`config.mk`:
```
export PLATFORM = sky130hd
export DESIGN_NAME = axis_spi_slave
export DESIGN_NICKNAME = d
export VERILOG_FILES = /design/src/rtl/spi_sync_edge.sv /design/src/rtl/axis_spi_slave.sv
export SDC_FILE = /design/constraint.sdc
export NUM_CORES = 1
export LEC_CHECK = 0
export BUFFER_PORTS_ARGS = -buffer_cell sky130_fd_sc_hd__buf_2
export CORE_UTILIZATION = 47
export DETAILED_ROUTE_END_ITERATION = 7
export HOLD_SLACK_MARGIN = 0.03
export MAX_ROUTING_LAYER = met4
export PLACE_DENSITY = 0.68
export SLEW_MARGIN = 20
export SYNTH_ARGS = -nofsm -noshare
export SYNTH_HDL_FRONTEND = slang
export SYNTH_SLANG_ARGS = --single-unit
```
`constraint.sdc`:
```
create_clock -name aclk -period 2.55 [get_ports aclk]
set_input_delay 0 -clock aclk [delete_from_list [all_inputs] [get_ports aclk]]
set_output_delay 0 -clock aclk [all_outputs]
set_load 0.01 [all_outputs]
```
`src/rtl/spi_sync_edge.sv`:
```
// Synchroniser for one asynchronous SPI pin, followed by registered rise/fall pulses.
// Reset value is chosen per pin so that reset itself never produces an edge.
module spi_sync_edge #(
  parameter int unsigned SYNC_STAGES = 2,
  parameter logic        RESET_VAL   = 1'b0
) (
  input  logic aclk,
  input  logic areset,
  input  logic din,
  output logic level,
  output logic rise,
  output logic fall
);

  logic [SYNC_STAGES-1:0] sync_q;
  logic                   prev_q;

  always_ff @(posedge aclk) begin
    if (areset) begin
      sync_q <= {SYNC_STAGES{RESET_VAL}};
      prev_q <= RESET_VAL;
      rise   <= 1'b0;
      fall   <= 1'b0;
    end else begin
      sync_q <= {sync_q[SYNC_STAGES-2:0], din};
      prev_q <= sync_q[SYNC_STAGES-1];
      rise   <= sync_q[SYNC_STAGES-1] & ~prev_q;
      fall   <= ~sync_q[SYNC_STAGES-1] & prev_q;
    end
  end

  // Delayed level lines up with the registered edge pulses.
  assign level = prev_q;

endmodule

```
`src/rtl/axis_spi_slave.sv`:
```
// SPI mode-0 slave bridging 8-bit words to AXI-Stream, clocked entirely by aclk.
// One-byte transmit holding register; one-byte receive output register with overrun drop.
module axis_spi_slave #(
  parameter int unsigned SYNC_STAGES = 2,
  parameter logic [7:0]  IDLE_DATA   = 8'h00
) (
  input  logic       aclk,
  input  logic       areset,
  input  logic       SCK_I,
  input  logic       SS_I,
  input  logic       IO0_I,
  output logic       IO1_O,
  output logic       IO1_T,
  input  logic [7:0] s_axis_tdata,
  input  logic       s_axis_tvalid,
  output logic       s_axis_tready,
  output logic [7:0] m_axis_tdata,
  output logic       m_axis_tvalid,
  input  logic       m_axis_tready,
  output logic       tx_underrun,
  output logic       rx_overrun
);

  typedef enum logic {StIdle, StActive} state_e;

  state_e     state_q;
  logic [2:0] bit_cnt_q;
  logic [7:0] rx_shift_q;
  logic [7:0] tx_shift_q;
  logic [7:0] hold_q;
  logic       hold_full_q;
  logic       load_pend_q;
  logic       rst_q;

  logic sck_level, sck_rise, sck_fall;
  logic ss_level, ss_rise, ss_fall;
  logic mosi_level, mosi_rise, mosi_fall;
  logic s_fire, word_load;
  logic unused_edges;

  spi_sync_edge #(.SYNC_STAGES(SYNC_STAGES), .RESET_VAL(1'b0)) u_sync_sck (
    .aclk   (aclk),
    .areset (areset),
    .din    (SCK_I),
    .level  (sck_level),
    .rise   (sck_rise),
    .fall   (sck_fall)
  );

  spi_sync_edge #(.SYNC_STAGES(SYNC_STAGES), .RESET_VAL(1'b1)) u_sync_ss (
    .aclk   (aclk),
    .areset (areset),
    .din    (SS_I),
    .level  (ss_level),
    .rise   (ss_rise),
    .fall   (ss_fall)
  );

  spi_sync_edge #(.SYNC_STAGES(SYNC_STAGES), .RESET_VAL(1'b0)) u_sync_mosi (
    .aclk   (aclk),
    .areset (areset),
    .din    (IO0_I),
    .level  (mosi_level),
    .rise   (mosi_rise),
    .fall   (mosi_fall)
  );

  assign unused_edges  = ^{sck_level, ss_level, mosi_rise, mosi_fall};

  assign s_axis_tready = ~hold_full_q & ~rst_q;
  assign s_fire        = s_axis_tvalid & s_axis_tready;
  assign IO1_O         = tx_shift_q[7];

  // SS rise wins over a coincident SCK fall, so a transfer ending on the last fall loads nothing.
  always_comb begin
    word_load = 1'b0;
    if (state_q == StIdle) begin
      word_load = ss_fall;
    end else begin
      word_load = ~ss_rise & sck_fall & load_pend_q;
    end
  end

  always_ff @(posedge aclk) begin
    if (areset) begin
      state_q       <= StIdle;
      bit_cnt_q     <= '0;
      rx_shift_q    <= '0;
      tx_shift_q    <= '0;
      hold_q        <= '0;
      hold_full_q   <= 1'b0;
      load_pend_q   <= 1'b0;
      rst_q         <= 1'b1;
      IO1_T         <= 1'b1;
      m_axis_tdata  <= '0;
      m_axis_tvalid <= 1'b0;
      tx_underrun   <= 1'b0;
      rx_overrun    <= 1'b0;
    end else begin
      rst_q       <= 1'b0;
      tx_underrun <= 1'b0;
      rx_overrun  <= 1'b0;

      if (m_axis_tvalid && m_axis_tready) m_axis_tvalid <= 1'b0;

      // A fill in the same cycle as a load lands after the load took the old state.
      if (s_fire) begin
        hold_q      <= s_axis_tdata;
        hold_full_q <= 1'b1;
      end else if (word_load) begin
        hold_full_q <= 1'b0;
      end

      if (word_load) begin
        tx_shift_q  <= hold_full_q ? hold_q : IDLE_DATA;
        tx_underrun <= ~hold_full_q;
        load_pend_q <= 1'b0;
      end

      case (state_q)
        StIdle: begin
          if (ss_fall) begin
            state_q   <= StActive;
            IO1_T     <= 1'b0;
            bit_cnt_q <= '0;
          end
        end
        StActive: begin
          if (ss_rise) begin
            state_q     <= StIdle;
            IO1_T       <= 1'b1;
            bit_cnt_q   <= '0;
            load_pend_q <= 1'b0;
          end else begin
            if (sck_rise) begin
              rx_shift_q <= {rx_shift_q[6:0], mosi_level};
              bit_cnt_q  <= bit_cnt_q + 3'd1;
              if (bit_cnt_q == 3'd7) begin
                load_pend_q <= 1'b1;
                if (!m_axis_tvalid || m_axis_tready) begin
                  m_axis_tdata  <= {rx_shift_q[6:0], mosi_level};
                  m_axis_tvalid <= 1'b1;
                end else begin
                  rx_overrun <= 1'b1;
                end
              end
            end
            if (sck_fall && !load_pend_q) tx_shift_q <= {tx_shift_q[6:0], 1'b0};
          end
        end
        default: state_q <= StIdle;
      endcase
    end
  end

endmodule

```
==> impl_metrics.ini <==
[sta]
finalSetupViolations = 0
max_slew_margin_pct = 37.95
fmax_mhz = 645.2
finClkSkew_ps = 9.347
tightest_slew_ps = 930.7
fin_crit_ps = 1550
finalHoldViolations = 0
min_period_over_period_pct = 60.78
rsz0062_at_grt = no
slew_viol_final = 0
fin_setup_tns_ps = 0

[worst_hold_path]
min_from = m_axis_tready
hold_path.class = input pin to flop

[synth]
synth_top_family_by_area = simple AND/OR/NAND/NOR gates
syn_inst = 227
synth_compound_area_share_pct = 17.80
syn_avg_cell_area_um2 = 9.756
synthTopCellsByArea = dfxtp_1 (50%), a21oi_1 (4.3%), nand2_1 (3.9%)
synth_edf_count = 0
ys_ff_latch = 55
ys_async_sr_fraction_pct = 0
syn_nets = 244
synthMuxAreaShare_pct = 3.616
ys_seq_area_share_pct = 49.72
synth-xor-area-share_pct = 0
synthSimpleGateAreaFrac_pct = 21.41
ys_warn_count = 0
ys_types = 36
synth.largest_area_cell = dfxtp_1
synth_area_um2 = 2215
synth_adder_area_share_pct = 1.130
synthFlopType = dfxtp_1
synth_top_area_share_pct = 49.72

[clock_network]
clkLatencyLatePin_ps = 300
cts_root_buf = clkbuf_8
cts_resized = 0
cts_tree = yes
cts_sinks = 55
postCtsHoldBufs = 11
clockBufferDepth = 2
cts_max_level = 2
cts_setup_buffers = 0
clkSlewWorstSetupHoldPaths_ps = 100
cts-buffers-inserted = 5

[floorplan]
die_width_um = 70.65
chipHeight_um = 70.65
start_util_pct = 49.83
io_pins = 29
fp-row-count = 24
coreArea_um2 = 4444
die_area_um2 = 4991

[route]
routed_wl_um = 4047
drc = 0
first_iter_violations = 122
first_pass_iters = 4
ant_nets = 0
via_per_inst = 5.455
wire_per_inst_um = 13.05
num_vias = 1691

[global_route]
grt_max_degree = 54
grt_pass1_vias = 1525
grt_pass1_wl_um = 6975
grt.total_usage_pct = 17.96
grt.overflow.total = 0
antenna_found_initial = 0

[critical_path]
required_ps = 2780
crit_type = flop to flop
cp_max_fo = 16
critPathCaptureType = flop
arrival_ps = 1780
crit_path_start_kind = flop
rr_startpoint = state_q
startpoint = state_q

[layout]
n_antenna_cell = 0
drive_gt1_share_pct = 18.22
fin_nets = 274
layout_commonest_cell = dfxtp_1
layout_common_cells = dfxtp_1 (55), buf_2 (28), nand2_1 (23)
area_delta_synth_final_pct = 12.94
num-fill-cells = 401

[place]
dpl.hpwl_um = 2556
numPortBuffers = 28
place_congestion = 0.7172

[pwr]
power_density_nw_per_um2 = 569.7
p_leak_nw = 0.9495
fin_total_pwr_mw = 1.425
ir_drop_mv = 0.4172

[status]
run_status = finished clean

[job]
drv_cap = 0
-- kinds of logic (layout without fill, tap and decap cells) --
kind of cell,after synthesis,in the layout
adder cells (fa/ha/maj),2,2
flip-flops,55,55
buffers and inverters,21,52
AO/OA/AOI/OAI,58,58
multiplexers,8,8
AND/OR/NAND/NOR,83,83
-- where the power goes --
group | total [mW] | switching (mW) | internal (mW)
clock | 0.455 | 0.261 | 0.193
combinational | 0.0823 | 0.0398 | 0.0425
sequential | 0.888 | 0.0127 | 0.875
-- flip-flops by register name (all words and copies together), names as in the netlist, 2 cells and up --
name                cells
u_sync_mosi.sync_q      2
bit_cnt_q               3
rx_shift_q              7
u_sync_sck.sync_q       2
u_sync_ss.sync_q        2
m_axis_tdata            8
hold_q                  8
tx_shift_q              8
-- per-stage QoR --
step           std cells  util [%]  hold slack (ps)  worst slack [ps]  area (µm²)
2_1_floorplan        227         -            27.72              1331        2215
3_3_place_gp         291     51.97            187.1              1060        2310
3_5_place_dp         291     51.97            188.9              1011        2310
4_1_cts              310     56.28            204.8             986.3        2501
5_1_grt              310     56.28            268.5             765.7        2501
6_report             310     56.28            229.5              1000        2501
-- worst max-delay path, stage by stage, from the launching register on --
cell	delay (ps)
dfxtp_1	360
buf_4	210
nor2b_1	490
o211ai_1	180
a41oi_1	240
-- per-layer routing --
metal	part of all wire (%)	GRT usage (%)	wire length, µm
met1	51	24.37	2064
met2	45	25.78	1817
met3	3.0	3.846	121
met4	1.1	8.000	44
met5	0	-	0
-- synthesized netlist by cell type, types with 2 or more instances --
library cell	n
dfxtp_1	55
nand2_1	23
a21oi_1	19
nor2_1	13
nand3_1	10
nor2b_1	9
mux2i_1	8
nand4_1	8
o211ai_1	8
o21bai_1	8
o31ai_1	8
a41oi_1	7
buf_2	6
clkbuf_1	5
nand2b_1	5
buf_6	4
nor3b_1	4
or2_2	3
a211oi_1	2
a21oi_2	2
buf_4	2
ha_1	2
inv_1	2
o21ai_0	2
-- layout make-up --
class / instances / area [µm²] / share of cell area, %
clock buffer: 7 / 76.32 / 3.052
clock inverter: 1 / 5.005 / 0.2001
inverter: 2 / 7.507 / 0.3001
multi-input combinational: 151 / 973.4 / 38.92
sequential: 55 / 1101 / 44.02
tap: 52 / 65.06 / 2.601
timing repair buffer: 42 / 272.8 / 10.91
-- path summary, 6_finish.rpt --
path / endpoint / slack [ps] / cells after the start
worst max register to register: tx_shift_q[1] / 1000 / 4
worst max-delay path: tx_shift_q[1] / 1000 / 4
worst min register to register: u_sync_sck.fall / 410 / 1
worst min-delay path: m_axis_tdata[7] / 230 / 4
Note: power is estimated with default switching activity, not from simulation.
